File: src/rtl/mem_port_arbiter_pkg.sv
// mem_arb_pkg: shared definitions for the IF/MEM memory port arbiter.
//   - arb_state_t : arbiter FSM encoding (IDLE / DATA / FETCH)
//   - DEF_AW, DEF_DW, DEF_TIMEOUT : default address/data width and ack timeout
//   - sat_inc32() : saturating increment used by the optional stall counters
package mem_arb_pkg;

    localparam int DEF_AW      = 32;
    localparam int DEF_DW      = 32;
    localparam int DEF_TIMEOUT = 16;

    typedef enum logic [1:0] {
        IDLE  = 2'd0,
        DATA  = 2'd1,
        FETCH = 2'd2
    } arb_state_t;

    // Increment that sticks at all-ones instead of wrapping to zero.
    function automatic logic [31:0] sat_inc32(input logic [31:0] value);
        logic [31:0] result;
        if (value == 32'hFFFF_FFFF) begin
            result = value;
        end else begin
            result = value + 32'd1;
        end
        return result;
    endfunction

endpackage

File: src/rtl/mem_port_arbiter_if.sv
// mem_port_arbiter_if: request/acknowledge bus between the arbiter and the
// single-port instruction/data memory.
//   mem_req   : access request, held until mem_ack
//   mem_we    : write enable, meaningful only while mem_req is high
//   mem_addr  : access address
//   mem_wdata : store data
//   mem_rdata : read data, valid in the mem_ack cycle
//   mem_ack   : one-cycle completion pulse from the memory
// Modports: master (arbiter side), slave (memory side).
interface mem_port_arbiter_if
    import mem_arb_pkg::*;
#(
    parameter int AW = DEF_AW,
    parameter int DW = DEF_DW
);

    logic          mem_req;
    logic          mem_we;
    logic [AW-1:0] mem_addr;
    logic [DW-1:0] mem_wdata;
    logic [DW-1:0] mem_rdata;
    logic          mem_ack;

    modport master (
        output mem_req,
        output mem_we,
        output mem_addr,
        output mem_wdata,
        input  mem_rdata,
        input  mem_ack
    );

    modport slave (
        input  mem_req,
        input  mem_we,
        input  mem_addr,
        input  mem_wdata,
        output mem_rdata,
        output mem_ack
    );

endinterface

File: src/rtl/mem_port_arbiter_timer.sv
// arb_wait_timer: counts the cycles an access has been waiting for mem_ack.
//   clk     : clock
//   rst     : synchronous active-high reset
//   run     : high while an access is outstanding; low clears the count
//   expired : high in the last allowed wait cycle (count == TIMEOUT-1)
// The count is zero in the first outstanding cycle, so expired marks the
// TIMEOUT-th cycle of waiting; an ack in that same cycle still wins.
module arb_wait_timer
    import mem_arb_pkg::*;
#(
    parameter int TIMEOUT = DEF_TIMEOUT
) (
    input  logic clk,
    input  logic rst,
    input  logic run,
    output logic expired
);

    localparam int CW = $clog2(TIMEOUT + 1);

    logic [CW-1:0] count_r;

    // Wait counter: advances while an access is outstanding, zero otherwise.
    always_ff @(posedge clk) begin
        if (rst) begin
            count_r <= '0;
        end else if (run) begin
            count_r <= count_r + CW'(1);
        end else begin
            count_r <= '0;
        end
    end

    assign expired = run & (count_r == CW'(TIMEOUT - 1));

endmodule

File: src/rtl/mem_port_arbiter.sv
// mem_port_arbiter: shares one single-port memory between instruction fetch
// (IF stage) and loads/stores (MEM stage) and produces the pipeline stalls.
// Ports:
//   clk, rst                  : clock, synchronous active-high reset
//   if_req/if_addr            : fetch request (level) and PC
//   if_rdata/if_done          : fetched instruction, one-cycle done pulse
//   d_read/d_write            : load/store request (level); both = store
//   d_addr/d_wdata            : data address and store data
//   d_rdata/d_done            : load data, one-cycle done pulse
//   stall_if/stall_mem        : combinational pipeline freeze signals
//   mem                       : memory bus (mem_port_arbiter_if.master)
//   timeout_err               : sticky "memory never acknowledged" flag
// Optional build macro MEM_ARB_PERF_EN adds perf_if_stall/perf_mem_stall,
// saturating counts of cycles with stall_if / stall_mem high.
module mem_port_arbiter
    import mem_arb_pkg::*;
#(
    parameter int AW      = DEF_AW,
    parameter int DW      = DEF_DW,
    parameter int TIMEOUT = DEF_TIMEOUT
) (
    input  logic                 clk,
    input  logic                 rst,
    input  logic                 if_req,
    input  logic [AW-1:0]        if_addr,
    output logic [DW-1:0]        if_rdata,
    output logic                 if_done,
    input  logic                 d_read,
    input  logic                 d_write,
    input  logic [AW-1:0]        d_addr,
    input  logic [DW-1:0]        d_wdata,
    output logic [DW-1:0]        d_rdata,
    output logic                 d_done,
    output logic                 stall_if,
    output logic                 stall_mem,
    mem_port_arbiter_if.master   mem,
    output logic                 timeout_err
`ifdef MEM_ARB_PERF_EN
    ,
    output logic [31:0]          perf_if_stall,
    output logic [31:0]          perf_mem_stall
`endif
);

    arb_state_t    state_r;
    arb_state_t    state_s;
    logic          mem_req_r;
    logic          mem_req_s;
    logic          mem_we_r;
    logic          mem_we_s;
    logic [AW-1:0] mem_addr_r;
    logic [AW-1:0] mem_addr_s;
    logic [DW-1:0] mem_wdata_r;
    logic [DW-1:0] mem_wdata_s;
    logic [DW-1:0] if_rdata_r;
    logic [DW-1:0] if_rdata_s;
    logic [DW-1:0] d_rdata_r;
    logic [DW-1:0] d_rdata_s;
    logic          if_done_r;
    logic          if_done_s;
    logic          d_done_r;
    logic          d_done_s;
    logic          timeout_err_r;
    logic          timeout_err_s;
    logic          busy_s;
    logic          expired_s;
    logic          d_pending_s;
    logic          if_pending_s;

    // A requester whose done pulse is showing this cycle is finished: its
    // request line still belongs to the completed instruction and advances
    // at this edge, so it must neither stall nor be issued a second time.
    assign d_pending_s  = (d_read | d_write) & ~d_done_r;
    assign if_pending_s = if_req & ~if_done_r;

    // A pending data access freezes fetch too: the older instruction wins.
    assign stall_mem = d_pending_s;
    assign stall_if  = d_pending_s | if_pending_s;

    assign busy_s = (state_r == DATA) | (state_r == FETCH);

    arb_wait_timer #(
        .TIMEOUT (TIMEOUT)
    ) u_wait_timer (
        .clk     (clk),
        .rst     (rst),
        .run     (busy_s),
        .expired (expired_s)
    );

    // Next-state and next-output logic; every register holds by default.
    always_comb begin
        state_s       = state_r;
        mem_req_s     = mem_req_r;
        mem_we_s      = mem_we_r;
        mem_addr_s    = mem_addr_r;
        mem_wdata_s   = mem_wdata_r;
        if_rdata_s    = if_rdata_r;
        d_rdata_s     = d_rdata_r;
        if_done_s     = 1'b0;
        d_done_s      = 1'b0;
        timeout_err_s = timeout_err_r;

        case (state_r)
            IDLE: begin
                // mem_ack is deliberately not looked at here.
                if (d_pending_s) begin
                    state_s     = DATA;
                    mem_req_s   = 1'b1;
                    mem_we_s    = d_write;
                    mem_addr_s  = d_addr;
                    mem_wdata_s = d_wdata;
                end else if (if_pending_s) begin
                    state_s    = FETCH;
                    mem_req_s  = 1'b1;
                    mem_we_s   = 1'b0;
                    mem_addr_s = if_addr;
                end else begin
                    state_s = IDLE;
                end
            end

            DATA, FETCH: begin
                // An ack in the final allowed wait cycle still completes.
                if (mem.mem_ack) begin
                    state_s   = IDLE;
                    mem_req_s = 1'b0;
                    if (state_r == DATA) begin
                        d_rdata_s = mem.mem_rdata;
                        d_done_s  = 1'b1;
                    end else begin
                        if_rdata_s = mem.mem_rdata;
                        if_done_s  = 1'b1;
                    end
                end else if (expired_s) begin
                    state_s       = IDLE;
                    mem_req_s     = 1'b0;
                    timeout_err_s = 1'b1;
                end else begin
                    state_s = state_r;
                end
            end

            default: begin
                state_s   = IDLE;
                mem_req_s = 1'b0;
            end
        endcase
    end

    // State and output registers.
    always_ff @(posedge clk) begin
        if (rst) begin
            state_r       <= IDLE;
            mem_req_r     <= 1'b0;
            mem_we_r      <= 1'b0;
            mem_addr_r    <= '0;
            mem_wdata_r   <= '0;
            if_rdata_r    <= '0;
            d_rdata_r     <= '0;
            if_done_r     <= 1'b0;
            d_done_r      <= 1'b0;
            timeout_err_r <= 1'b0;
        end else begin
            state_r       <= state_s;
            mem_req_r     <= mem_req_s;
            mem_we_r      <= mem_we_s;
            mem_addr_r    <= mem_addr_s;
            mem_wdata_r   <= mem_wdata_s;
            if_rdata_r    <= if_rdata_s;
            d_rdata_r     <= d_rdata_s;
            if_done_r     <= if_done_s;
            d_done_r      <= d_done_s;
            timeout_err_r <= timeout_err_s;
        end
    end

    assign mem.mem_req   = mem_req_r;
    assign mem.mem_we    = mem_we_r;
    assign mem.mem_addr  = mem_addr_r;
    assign mem.mem_wdata = mem_wdata_r;
    assign if_rdata      = if_rdata_r;
    assign d_rdata       = d_rdata_r;
    assign if_done       = if_done_r;
    assign d_done        = d_done_r;
    assign timeout_err   = timeout_err_r;

`ifdef MEM_ARB_PERF_EN
    logic [31:0] perf_if_stall_r;
    logic [31:0] perf_mem_stall_r;

    // Saturating stall-cycle counters.
    always_ff @(posedge clk) begin
        if (rst) begin
            perf_if_stall_r  <= 32'd0;
            perf_mem_stall_r <= 32'd0;
        end else begin
            if (stall_if) begin
                perf_if_stall_r <= sat_inc32(perf_if_stall_r);
            end else begin
                perf_if_stall_r <= perf_if_stall_r;
            end
            if (stall_mem) begin
                perf_mem_stall_r <= sat_inc32(perf_mem_stall_r);
            end else begin
                perf_mem_stall_r <= perf_mem_stall_r;
            end
        end
    end

    assign perf_if_stall  = perf_if_stall_r;
    assign perf_mem_stall = perf_mem_stall_r;
`endif

endmodule

File: src/flat_wrapper.sv
// flat-port wrapper written by rule: the top's interface ports become plain ports
module mem_port_arbiter_flat import mem_arb_pkg::*;
#(
    parameter int AW      = DEF_AW,
    parameter int DW      = DEF_DW,
    parameter int TIMEOUT = DEF_TIMEOUT
)
  (clk, rst, if_req, if_addr, if_rdata, if_done, d_read, d_write, d_addr, d_wdata, d_rdata, d_done, stall_if, stall_mem, timeout_err, mem_mem_req, mem_mem_we, mem_mem_addr, mem_mem_wdata, mem_mem_rdata, mem_mem_ack);
  mem_port_arbiter_if #(.AW(AW), .DW(DW)) mem_i ();
  input  logic clk;
  input  logic rst;
  input  logic if_req;
  input  logic [AW-1:0] if_addr;
  output logic [DW-1:0] if_rdata;
  output logic if_done;
  input  logic d_read;
  input  logic d_write;
  input  logic [AW-1:0] d_addr;
  input  logic [DW-1:0] d_wdata;
  output logic [DW-1:0] d_rdata;
  output logic d_done;
  output logic stall_if;
  output logic stall_mem;
  output logic timeout_err;
  output wire logic [$bits(mem_i.mem_req)-1:0] mem_mem_req;
  output wire logic [$bits(mem_i.mem_we)-1:0] mem_mem_we;
  output wire logic [$bits(mem_i.mem_addr)-1:0] mem_mem_addr;
  output wire logic [$bits(mem_i.mem_wdata)-1:0] mem_mem_wdata;
  input wire logic [$bits(mem_i.mem_rdata)-1:0] mem_mem_rdata;
  input wire logic [$bits(mem_i.mem_ack)-1:0] mem_mem_ack;
  assign mem_mem_req = mem_i.mem_req;
  assign mem_mem_we = mem_i.mem_we;
  assign mem_mem_addr = mem_i.mem_addr;
  assign mem_mem_wdata = mem_i.mem_wdata;
  assign mem_i.mem_rdata = mem_mem_rdata;
  assign mem_i.mem_ack = mem_mem_ack;
  mem_port_arbiter #(.AW(AW), .DW(DW), .TIMEOUT(TIMEOUT)) u_core (.clk(clk), .rst(rst), .if_req(if_req), .if_addr(if_addr), .if_rdata(if_rdata), .if_done(if_done), .d_read(d_read), .d_write(d_write), .d_addr(d_addr), .d_wdata(d_wdata), .d_rdata(d_rdata), .d_done(d_done), .stall_if(stall_if), .stall_mem(stall_mem), .mem(mem_i), .timeout_err(timeout_err));
endmodule
File: config.mk
export PLATFORM = sky130hd
export DESIGN_NAME = mem_port_arbiter_flat
export DESIGN_NICKNAME = d
export VERILOG_FILES = /design/src/rtl/mem_port_arbiter_pkg.sv /design/src/rtl/mem_port_arbiter_if.sv /design/src/rtl/mem_port_arbiter_timer.sv /design/src/rtl/mem_port_arbiter.sv /design/src/flat_wrapper.sv
export SDC_FILE = /design/constraint.sdc
export NUM_CORES = 1
export LEC_CHECK = 0
export CAP_MARGIN = 5
export CELL_PAD_IN_SITES_DETAIL_PLACEMENT = 1
export CELL_PAD_IN_SITES_GLOBAL_PLACEMENT = 2
export CORE_UTILIZATION = 22
export CTS_BUF_LIST = sky130_fd_sc_hd__clkbuf_4
export CTS_CLUSTER_DIAMETER = 150
export CTS_CLUSTER_SIZE = 28
export DETAILED_ROUTE_END_ITERATION = 8
export PLACE_DENSITY_LB_ADDON = 0.08
export SLEW_MARGIN = 20
export SYNTH_ARGS = -nofsm -noshare
export SYNTH_HDL_FRONTEND = slang
export SYNTH_SLANG_ARGS = --single-unit
File: constraint.sdc
create_clock -name clk -period 2.4 [get_ports clk]
set_input_delay 0.48 -clock clk [delete_from_list [all_inputs] [get_ports clk]]
set_output_delay 0.48 -clock clk [all_outputs]
set_load 0.01 [all_outputs]
==> run metrics, run 1 <==
1st-iter DRT viols roughly 160; sequential share of the synthesized area 0.519; syn_nets 768; # DRC 0; critical path's slowest cell clkdlybuf4s50_1; Crit Path Class primary input to output port; Max Cap Viol 0; synth warn 0; overall die height around 160 um; GRT Util Overall 0.165; CP Max Fanout 2; worst slew pin tran between 0.4 and 0.5 ns; grt ovf 0; Avg WL per Cell around 18 um; vias in the first global route 5,750; DR vias/cell approximately 4.6; Max H-tree Level 4; crit-path max cell delay around 0.45 ns; Unique masters post-synth 32; Async S/R FF share, synth 0; Placement Setup Slack -0.0303 ns; share of layout cells above drive strength 1 0.0884; Initial DRT Pass Iterations 4; CP cell instances clkdlybuf4s50_1, o21ba_2, or2_2, dlygate4sd2_1; final wirelength 21,300 um; Area Growth Syn to Fin 62.0%; layout net count 1,019; # IOs 269; RSZ-0062 raised after global routing no; setup TNS 0 ns; Setup-failing EPs final 0; detailed placement HPWL roughly 15,000 um; Synth top area share 0.519; Die ar. 0.0252 mm^2; port bufs between 200 and 300; via count between 5,000 and 6,000; crit path launch type primary input; clock-pin slew on the worst setup and hold paths 0.13 ns; Yosys top cell by area dfxtp_1; CORE AREA around 0.024 mm^2; initial antenna violation count 1; Peak VDD IR 0.298 mV; max frequency 447 MHz; dominant cells by area after synthesis dfxtp_1 52%, a21oi_1 9.1%, nand2_1 9.0%; Final min period around 2.2 ns; Synth Register Bits 140; worst hold path type primary input to flip-flop; skew final 0.0323 ns; Root Buffer clkbuf_4; Max-slew headroom 0.711; Hold Vio Cnt, Final 0; Netlist Area Pre-Place roughly 0.0054 mm^2; TritonCTS Sinks 140; first-pass GRT wire length roughly 32,000 um; syn avg cell area 8.57 um^2; CTS tree built; cell with the most instances after synthesis dfxtp_1; Cell Pwr Density 643 mW/mm^2; top cells by count, synth 140 x dfxtp_1, 130 x nand2_1, 98 x a21oi_1; starting density of the core 0.227; dominant synthesized flop cell dfxtp_1; period utilisation layout 0.932; Die Wd 159 um; Clock Tree Buf Depth 2; post-route ant nets 0; Routability Congestion 0.711; fin. max-slew vios 0; reg2reg setup slack 0.57 ns; largest net degree at the start of global routing 71; Setup WS post-layout 0.164 ns; Cell Rows 56; Pleak 3.18 nW; Post-synth EDFFs 0; CP arrival 1.76 ns; outcome finished, final reports clean; required time worst endpoint 1.92 ns; latest clock arrival within the worst-skew pair 0.55 ns; CP endpoint kind output port; Post-Syn Instances 630; TritonCTS Buffers 17
## layout by cell type (no fill, tap or decap), drive strengths merged, types with 2 or more instances in the layout
cell type	n
and3	2
clkinv	4
ha	4
nor2	10
or2	2
buf	20
dfxtp	140
and2b	2
clkbuf	18
clkdlybuf4s50	265
inv	44
a21oi	98
o21ai	34
a31oi	33
nand3	35
nand2	130
nand2b	3
o221a	32
nand3b	3
bufinv	3
## final timing paths
kind                                                     start                        endpoint  cells past startpoint
worst max-delay path                                   d_write                        stall_if                      4
worst min-delay path                                       rst              u_core.timeout_err                      2
worst max register to register  u_core.u_wait_timer.count_r[0]               u_core.state_r[1]                      6
worst min register to register  u_core.u_wait_timer.count_r[0]  u_core.u_wait_timer.count_r[0]                      1
## registers in the layout, summed over array words and instances (netlist names), 2 cells and up
register	count
u_core.mem.mem_wdata	32
u_core.mem.mem_addr	32
u_core.state_r	2
u_core.if_rdata	32
u_core.u_wait_timer.count_r	5
u_core.d_rdata	32
## where the power goes
part	internal, W	switching, W
registers	0.00250	0.0000917
logic	0.000698	0.000594
clock network	0.000758	0.000987
## per-layer routing
metal / track usage / routed length (um)
met4: 0.0357 / 146
met3: 0.0675 / 1910
met1: 0.191 / 9090
met5: 0 / 0
met2: 0.282 / 10200
## critical path, delay by kind of cell
family          cells  cell delay, ns
compound gates      1            0.23
buf+inv             2            0.75
simple gates        1            0.30
## metrics by stage
| stage | hold slack (ns) | utilization | power [W] | cell area [um^2] | cells |
|---|---|---|---|---|---|
| after floorplan | 0.418 | - | 0.00320 | 5400 | 630 |
| after global placement | 0.428 | 0.355 | 0.00393 | 8430 | 1181 |
| after detailed placement | 0.439 | 0.355 | 0.00396 | 8430 | 1181 |
| after CTS | 0.320 | 0.368 | 0.00574 | 8740 | 1213 |
| after global routing | 0.329 | 0.368 | 0.00595 | 8750 | 1214 |
| final | 0.381 | 0.368 | 0.00563 | 8750 | 1214 |
## repair_timing
action                                  CTS  global route
setup buffers                             0             0
gates cloned                              0             0
endpoints found under the setup margin    1             1
hold buffers                              0             0
gates resized for setup                   2             1
## layout make-up
type	instances	area (um^2)
fillers	2744	15000
repair buffers	287	2920
flip-flops and latches	140	2800
multi-input cells	397	2160
well taps	319	399
clock inverters	14	181
inverters	38	143
clock buffers	18	135
diodes	1	2.50
## cells by family after synthesis
group,count (synthesis),synth area share
simple gates,191,0.153
buf+inv,93,0.0820
xor+xnor,2,0.00324
compound gates,200,0.233
fa+ha+maj,4,0.00927
flops,140,0.519
No activity file was read; power rests on OpenSTA's default activity.
==> run 2, diff against run 1 <==
--- a/config.mk
+++ b/config.mk
@@ -13,7 +13,7 @@
 export CTS_CLUSTER_DIAMETER = 150
 export CTS_CLUSTER_SIZE = 28
 export DETAILED_ROUTE_END_ITERATION = 8
-export PLACE_DENSITY_LB_ADDON = 0.08
+export PLACE_DENSITY = 0.86
 export SLEW_MARGIN = 20
 export SYNTH_ARGS = -nofsm -noshare
 export SYNTH_HDL_FRONTEND = slang
==> run 2 against run 1 <==
  * Global-route usage decreased by 0.52 points
  * Hold slack improved by 0.042 ns
  * Register-to-register slack got worse by 0.03 ns
  * First-iteration DRC count increased by 55%
  * Clock-buffer cell count decreased by 1
  * Core utilization decreased by 0.26 points
  * Critical path depth unchanged
  * Die area unchanged
  * Sequential power about the same
  * Setup slack improved by 0.049 ns
  * Design area decreased by 0.70%
  * Final cell count increased by 0.16%
  * Largest cell class unchanged
==> run metrics, run 2 (synthesis results as in run 1) <==
outcome finished, final reports clean; post-route ant nets 0; Setup WS post-layout 0.214 ns; vias in the first global route 5,553; Cell Rows 56; Max Cap Viol 0; Switching Fraction 0.314; overall die height 159 um; # DRC 0; setup TNS 0 ns; detailed placement HPWL roughly 14,000 um; power share of the combinational group 0.233; Peak VDD IR 0.286 mV; TritonCTS Buffers 17; starting density of the core 0.227; dpl cell area 0.00840 mm^2; latest clock arrival within the worst-skew pair 0.56 ns; Clock Tree Buf Depth 2; Area Growth Syn to Fin 60.8%; crit path launch type primary input; 1st-iter DRT viols 246; Pleak between 3 and 4 nW; initial antenna violation count 0; Crit Path Class primary input to output port; Final min period between 2 and 2.5 ns; clock-pin slew on the worst setup and hold paths 0.15 ns; CORE AREA roughly 0.024 mm^2; Hold Vio Cnt, Final 0; # IOs 269; Die ar. 0.0252 mm^2; port bufs 268; Max-slew headroom 0.602; skew final 0.0344 ns; Cell Pwr Density 626 mW/mm^2; most frequent cells in the layout 265 x clkdlybuf4s50_1, 140 x dfxtp_1, 130 x nand2_1, 98 x a21oi_1, 38 x inv_1; largest net degree at the start of global routing 67; grt ovf 0; via count 5,526; setup bufs post-CTS 0; Placement Setup Slack 0.00865 ns; Die Wd 159 um; share of layout cells above drive strength 1 0.0882; CP endpoint kind output port; max frequency 457 MHz; worst hold path type primary input to flip-flop; Max H-tree Level 4; first-pass GRT wire length 30,700 um; Net Sw Power 0.00171 W; overall power approximately 0.0054 W; GRT Util Overall 0.159; CP Max Fanout 2; Initial DRT Pass Iterations 4; Routability Congestion approximately 0.73; clock power share 0.290; Internal Pwr Total 0.00373 W; leading cell type in the layout, fill and taps excluded clkdlybuf4s50_1; CP arrival 1.71 ns; worst slew pin tran 0.596 ns; Final Instance Area 0.00869 mm^2; fin. max-slew vios 0; sequential share of power 0.476; final wirelength 20,400 um; Avg WL per Cell 16.8 um; Root Buffer clkbuf_4; period utilisation layout 0.911; TritonCTS Sinks 140; layout net count about 1,000; CTS tree built; required time worst endpoint 1.92 ns; RSZ-0062 raised after global routing no; Setup-failing EPs final 0; DR vias/cell roughly 4.5
-- run 2: critical path: stages --
cell and delay [ns]:
clkdlybuf4s50_1 0.42, o21ba_2 0.22, or2_2 0.29, dlygate4sd2_1 0.29
-- run 2: what timing repair did --
action / CTS / global route
hold buffers: 0 / 0
cloned: 0 / 0
pin swaps: 0 / 0
gates resized for setup: 1 / 1
endpoints found under the setup margin: 1 / 1
-- run 2: final timing paths --
check	from	to	slack (ns)	cells past startpoint
setup / recovery	d_write	stall_if	0.21	4
setup reg to reg	u_core.u_wait_timer.count_r[0]	u_core.state_r[1]	0.54	6
hold / removal	rst	u_core.mem.mem_wdata[22]	0.42	2
hold reg to reg	u_core.if_rdata[0]	u_core.if_rdata[0]	0.46	2
-- run 2: area by class of cell --
cell class | instances | area, um^2
Clock inverter | 15 | 151
Sequential cell | 140 | 2800
Timing Repair Buffer | 289 | 2900
Antenna cell | 1 | 2.50
Multi-Input combinational cell | 397 | 2160
Clock buffer | 17 | 128
Inverter | 38 | 143
Fill cell | 2767 | 15100
Tap cell | 319 | 399
-- run 2: power by group through the flow --
stage	Sequential, W	Combinational [W]	Clock, W
2_1_floorplan	0.00271	0.000492	0
3_3_place_gp	0.00264	0.00127	0
3_5_place_dp	0.00264	0.00129	0
4_1_cts	0.00259	0.00129	0.00169
5_1_grt	0.00261	0.00138	0.00177
6_report	0.00259	0.00127	0.00158
-- run 2: layer usage --
layer  part of all wire  wire length (um)  up-vias  GRT usage
met5                  0                 0        -          0
li1                   -                 -     2679          -
met3               0.11              2290       18     0.0762
met1               0.41              8380     2629      0.178
met4              0.013               257        0     0.0444
met2               0.47              9510      200      0.268
-- run 2: stage by stage --
stage	std cells	hold slack [ns]	utilization
final	1216	0.423	0.366
after global routing	1215	0.373	0.366
after CTS	1215	0.346	0.366
after detailed placement	1183	0.448	0.354
after global placement	1183	0.430	0.354
after floorplan	630	0.418	-
==> run 3, diff against run 2 <==
--- a/config.mk
+++ b/config.mk
@@ -13,6 +13,7 @@
 export CTS_CLUSTER_DIAMETER = 150
 export CTS_CLUSTER_SIZE = 28
 export DETAILED_ROUTE_END_ITERATION = 8
+export GPL_ROUTABILITY_DRIVEN = 0
 export PLACE_DENSITY = 0.86
 export SLEW_MARGIN = 20
 export SYNTH_ARGS = -nofsm -noshare
==> results of run 3 <==
No change in the layout: final DEF, timing and power equal those of run 2.
